File: src/rtl/lif_pkg.sv
// Shared types and constants for the LIF neuron spike logger: voltage format, timestamp width, FSM encoding.
// No logic; the voltage is signed (1,6,9) fixed point.
package lif_pkg;
  localparam int V_W         = 16;
  localparam int V_INT_BITS  = 6;
  localparam int V_FRAC_BITS = 9;
  localparam int TS_W        = 16;
  localparam int EV_W        = TS_W + V_W;
  localparam int RATE_W      = 8;
  localparam int WCNT_W      = 16;

  typedef enum logic [1:0] {
    ST_IDLE  = 2'd0,
    ST_RUN   = 2'd1,
    ST_DRAIN = 2'd2
  } lif_state_t;

  typedef struct packed {
    logic [TS_W-1:0] ts;
    logic [V_W-1:0]  vpre;
  } spike_ev_t;

  function automatic logic [RATE_W-1:0] sat_rate(input logic [WCNT_W:0] n);
    return (n > (WCNT_W+1)'(2**RATE_W - 1)) ? '1 : n[RATE_W-1:0];
  endfunction
endpackage

File: src/rtl/spike_event_fifo.sv
// First-word-fall-through event FIFO: pushed entry is visible at the head one cycle after the push edge.
// Push when full is refused unless a pop happens in the same cycle; head reads zero when empty.
module spike_event_fifo #(
  parameter int DEPTH = 8,
  parameter int W     = 32
) (
  input  logic         clk,
  input  logic         rst,
  input  logic         clear,
  input  logic         push,
  input  logic [W-1:0] push_data,
  input  logic         pop,
  output logic [W-1:0] head,
  output logic         full,
  output logic         empty
);
  localparam int AW = $clog2(DEPTH);

  logic [W-1:0] mem [DEPTH];
  logic [AW:0]  wr_ptr, rd_ptr;
  logic         do_push, do_pop;

  // Extra pointer bit distinguishes full from empty when the indices match.
  assign empty   = (wr_ptr == rd_ptr);
  assign full    = (wr_ptr[AW-1:0] == rd_ptr[AW-1:0]) && (wr_ptr[AW] != rd_ptr[AW]);
  assign do_pop  = pop && !empty;
  assign do_push = push && (!full || do_pop);
  assign head    = empty ? '0 : mem[rd_ptr[AW-1:0]];

  always_ff @(posedge clk or posedge rst) begin
    if (rst) begin
      wr_ptr <= '0;
      rd_ptr <= '0;
    end else if (clear) begin
      wr_ptr <= '0;
      rd_ptr <= '0;
    end else begin
      if (do_push) wr_ptr <= wr_ptr + {{AW{1'b0}}, 1'b1};
      if (do_pop)  rd_ptr <= rd_ptr + {{AW{1'b0}}, 1'b1};
    end
  end

  always_ff @(posedge clk) begin
    if (do_push && !clear) mem[wr_ptr[AW-1:0]] <= push_data;
  end
endmodule

File: src/rtl/lif_spike_logger.sv
// Logs neuron spikes as {timestamp, pre-spike voltage} events into a FWFT FIFO and measures spike rate per window.
// Events visible one cycle after the spike; consumer backpressure via ev_ready, full FIFO drops events and sets sticky overflow.
module lif_spike_logger
  import lif_pkg::*;
#(
  parameter int DEPTH   = 8,
  parameter int WIN_LEN = 256
) (
  input  logic              clk,
  input  logic              rst,
  input  logic              in_valid,
  input  logic              in_spike,
  input  logic [V_W-1:0]    in_vout,
  input  logic              clear,
  output logic              ev_valid,
  input  logic              ev_ready,
  output logic [TS_W-1:0]   ev_ts,
  output logic [V_W-1:0]    ev_vpre,
  output logic [RATE_W-1:0] rate_count,
  output logic              rate_valid,
  output logic              overflow,
  output logic [1:0]        state
);
  localparam logic [WCNT_W-1:0] WIN_LAST = WCNT_W'(WIN_LEN - 1);

  lif_state_t        cur_st, nxt_st;
  logic [TS_W-1:0]   ts_cnt;
  logic [V_W-1:0]    prev_v;
  logic [WCNT_W-1:0] win_cnt, win_spk;
  logic [WCNT_W:0]   win_total;
  logic              push, pop, ev_drop, fifo_full, fifo_empty;
  spike_ev_t         wr_ev, rd_ev;

  assign push      = in_valid && in_spike && !clear;
  assign pop       = ev_ready && !clear;
  assign ev_drop   = push && fifo_full && !pop;
  assign wr_ev     = '{ts: ts_cnt, vpre: prev_v};
  assign win_total = {1'b0, win_spk} + (WCNT_W+1)'(in_spike);

  spike_event_fifo #(.DEPTH(DEPTH), .W(EV_W)) u_fifo (
    .clk       (clk),
    .rst       (rst),
    .clear     (clear),
    .push      (push),
    .push_data (wr_ev),
    .pop       (pop),
    .head      (rd_ev),
    .full      (fifo_full),
    .empty     (fifo_empty)
  );

  assign ev_valid = !fifo_empty;
  assign ev_ts    = rd_ev.ts;
  assign ev_vpre  = rd_ev.vpre;
  assign state    = cur_st;

  always_comb begin
    nxt_st = cur_st;
    case (cur_st)
      ST_IDLE:  if (in_valid) nxt_st = ST_RUN;
      ST_RUN:   if (!in_valid) nxt_st = ST_DRAIN;
      ST_DRAIN: if (in_valid) nxt_st = ST_RUN;
                else if (fifo_empty) nxt_st = ST_IDLE;
      default:  nxt_st = ST_IDLE;
    endcase
    if (clear) nxt_st = ST_IDLE;
  end

  always_ff @(posedge clk or posedge rst) begin
    if (rst) cur_st <= ST_IDLE;
    else     cur_st <= nxt_st;
  end

  always_ff @(posedge clk or posedge rst) begin
    if (rst) begin
      ts_cnt     <= '0;
      prev_v     <= '0;
      win_cnt    <= '0;
      win_spk    <= '0;
      rate_count <= '0;
      rate_valid <= 1'b0;
      overflow   <= 1'b0;
    end else if (clear) begin
      ts_cnt     <= '0;
      prev_v     <= '0;
      win_cnt    <= '0;
      win_spk    <= '0;
      rate_count <= '0;
      rate_valid <= 1'b0;
      overflow   <= 1'b0;
    end else begin
      rate_valid <= 1'b0;
      if (ev_drop) overflow <= 1'b1;
      if (in_valid) begin
        ts_cnt <= ts_cnt + TS_W'(1);
        // On a spike the neuron output holds its rest value, so keep the last live voltage.
        if (!in_spike) prev_v <= in_vout;
        if (win_cnt == WIN_LAST) begin
          rate_count <= sat_rate(win_total);
          rate_valid <= 1'b1;
          win_cnt    <= '0;
          win_spk    <= '0;
        end else begin
          win_cnt <= win_cnt + WCNT_W'(1);
          win_spk <= win_total[WCNT_W-1:0];
        end
      end
    end
  end
endmodule

File: config.mk
export PLATFORM = sky130hd
export DESIGN_NAME = lif_spike_logger
export DESIGN_NICKNAME = d
export VERILOG_FILES = /design/src/rtl/lif_pkg.sv /design/src/rtl/spike_event_fifo.sv /design/src/rtl/lif_spike_logger.sv
export SDC_FILE = /design/constraint.sdc
export NUM_CORES = 1
export LEC_CHECK = 0
export BUFFER_PORTS_ARGS = -buffer_cell sky130_fd_sc_hd__buf_2
export CORE_ASPECT_RATIO = 1.5
export CORE_MARGIN = 3
export CORE_UTILIZATION = 25
export CTS_BUF_LIST = sky130_fd_sc_hd__clkbuf_8
export DETAILED_ROUTE_END_ITERATION = 8
export GPL_TIMING_DRIVEN = 0
export SYNTH_ARGS = -nofsm -noshare
export SYNTH_HDL_FRONTEND = slang
export SYNTH_SLANG_ARGS = --single-unit
File: constraint.sdc
create_clock -name clk -period 4.4 [get_ports clk]
set_input_delay 0.44 -clock clk [delete_from_list [all_inputs] [get_ports clk]]
set_output_delay 0.44 -clock clk [all_outputs]
set_load 0.005 [all_outputs]
==> flow_summary.toml <==
[detailed_routing]
drc_errors = 0
wl_per_cell_um = 18.7
ant_nets = 0
drt-vias-per-instance = 4.55
wl_um = 32500
initialDrtViolationCount = 472
drt-pass1-iter-count = 7
vias = 7921

[logic_synthesis]
ys_seq_elements = 340
synthArstFlopShare = 0.247
yosysTopAreaCell = "edfxtp_1"
syn_area_um2 = 13900
synth_top_area_share = 0.552
ys_seq_area_frac = 0.703
synth_nets = 891
synth_area_leaders = "edfxtp_1, dfrtp_1, mux4_2"
synth_warnings = 0
synth.distinct_cells = 45
synth_area_per_cell_um2 = 16.2
synth_edf_count = 256
synth_top_flop_cell = "edfxtp_1"
synthCells = 862

[floorplan]
die-width_um = 199
die_area_um2 = 58600
start_util = 0.254
core_area_um2 = 54900
die_y_um = 295
rows = 105
io_pins = 67

[setup_path]
max_stage_delay_ns = 0.65
slowest_stage = "clkbuf_1"
endpoint_kind = "output port"
path_buf_inv = 3
worstPathRequired_ns = 3.96
startpoint_type = "flop"
critPathKind = "flop to output port"
critical_path.max_fanout = 10
critical_path_arrival_ns = 2.97
path_cells = "buf_2, clkbuf_1, mux4_2, mux2i_1, nor2_1, buf_2"
path_common_cell = "buf_2"
cp_top_family = "buffers and inverters"

[power_and_ir_drop]
p_leak_uw = 0.00582
power.density_nw_per_um2 = 403
ir_drop_mv = 0.216

[cts]
cts_max_path_buffers = 3
clkLatencyLatePin_ns = 0.59
clk_pin_slew_worst_paths_ns = 0.06
clock-sinks = 340
cts_made_buffers = 51
cts_resized = 0
tritoncts = "built"
cts_root_buffer = "clkbuf_8"
cts_max_level = 2

[timing]
worstMarginPinSlew_ns = 0.995
whs_ns = 0.0910
fin_crit_sh = 0.774
min_period_ns = 3.41
final.setup.tns_ns = 0
hold_viol = 0
fmax_ghz = 0.294
slew_violations = 0
skew_ns = 0.0252
relSlewSlack = 0.334
finalSetupViolations = 0
rsz0062_at_grt = "no"

[final_layout]
final_cell_mix = "edfxtp_1, buf_2, dfrtp_1"
area_growth_pct = 18.4
multi_input_area_um2 = 3940
nFillCells = 5418
seq_area_um2 = 9790
nNetsFinal = 1029
final_common_cell = "edfxtp_1"
final_util = 0.300
drive_gt1_frac = 0.239

[job]
drv_cap = 0

[grt]
grt_max_degree = 61
grt_pass1_vias = 8320
overflow = 0
grt_usage = 0.111
grt_pass1_wl_um = 49800
antenna_found_initial = 3

[placed_design]
numPortBuffers = 66
place.gp.congestion = 0.764
dp_hpwl_um = 21700

[run_status]
outcome = "completed"

[hold_path]
hold_class = "input port to flop"
[logic make-up (layout without fill, tap and decap cells)]
family | after synthesis | in the layout | share of synthesized area
DFF | 340 | 340 | 0.703
buffers and inverters | 57 | 237 | 0.0174
muxes | 100 | 100 | 0.129
other | 0 | 2 | 0
xor gates and xnor gates | 41 | 41 | 0.0258
AOI/OAI and AO/OA | 92 | 92 | 0.0418
adders and majority gates | 7 | 7 | 0.00629
and+or+nand+nor | 225 | 225 | 0.0763
[layout make-up]
cell class | instances | area share
Sequential cell | 340 | 0.594
Multi-Input combinational cell | 465 | 0.239
Tap cell | 695 | 0.0527
Clock buffer | 57 | 0.0476
Timing Repair Buffer | 85 | 0.0386
Clock inverter | 38 | 0.0135
Buffer | 47 | 0.0124
Inverter | 10 | 0.00243
Antenna cell | 2 | 0.000303
[power by group]
group | leakage (uW) | internal, uW | switching, uW | total (uW)
combinational | 0.00171 | 274 | 354 | 627
clock | 0.000596 | 1310 | 1210 | 2520
sequential | 0.00352 | 3470 | 30.9 | 3500
[path summary, 6_finish.rpt]
path	start	to	slack [ns]	cells after the start
worst min register to register	overflow	overflow	0.50	2
min in group asynchronous	rst	win_spk[7]	0.37	3
worst min-delay path	in_vout[11]	prev_v[11]	0.09	3
worst max register to register	u_fifo.rd_ptr[2]	u_fifo.mem[0][8]	1.20	9
max in group asynchronous	rst	prev_v[2]	3.32	4
worst max-delay path	u_fifo.rd_ptr[1]	ev_ts[0]	0.99	6
[synth_stat cells (7+ instances only)]
library cell    n
ha_1            7
nand2_1        59
inv_1          10
edfxtp_1      256
a21oi_1        28
nand2b_1        7
mux4_2         64
clkbuf_1       20
mux2i_1        36
nand4_1        13
buf_2          19
o21ai_0        32
a22o_1         10
nor2_1         79
xnor2_1        18
dfrtp_1        84
xor2_1         23
nor3_1         11
and3_1         10
or3_1           8
nand3_1        16
[timing repair]
| action | in CTS | in global routing |
|---|---|---|
| hold buffers | 1 | 0 |
| hold endpoints to repair | 24 | 0 |
| buffers inserted | 0 | 0 |
[worst reg2reg max path, cell delays in order (launching register included)]
cell and delay (ns):
dfrtp_1 0.35, buf_2 0.22, xnor2_1 0.17, and3_1 0.26, a21oi_1 0.31, nand2_1 0.30, nor3_2 0.75, buf_6 0.25
buf_8 0.16, buf_8 0.15
[layer usage]
layer	up-vias	global-route usage	wire length [um]
li1	3585	-	-
met1	4110	0.128	12800
met2	175	0.206	17500
met3	49	0.0222	1570
met4	2	0.0345	685
met5	-	0	17
[sequential cells by signal, indices dropped and copies added, names as in the netlist]
| register | cells |
|---|---|
| ts_cnt | 16 |
| u_fifo.rd_ptr | 4 |
| u_fifo.wr_ptr | 4 |
| win_spk | 16 |
| prev_v | 16 |
| overflow | 1 |
| state | 2 |
| win_cnt | 16 |
| rate_count | 8 |
| rate_valid | 1 |
| u_fifo.mem | 256 |
[through the flow]
stage               power (uW)  instance area, um2  worst slack [ns]  std cells
floorplan                 3960               13900             0.455        862
global placement          4200               15100             -2.61       1623
detailed placement        4220               15500             0.914       1641
CTS                       6750               16500             0.814       1737
global route              6930               16500             0.793       1738
finish                    6640               16500             0.994       1739
Power figures use the tool's default switching activity.
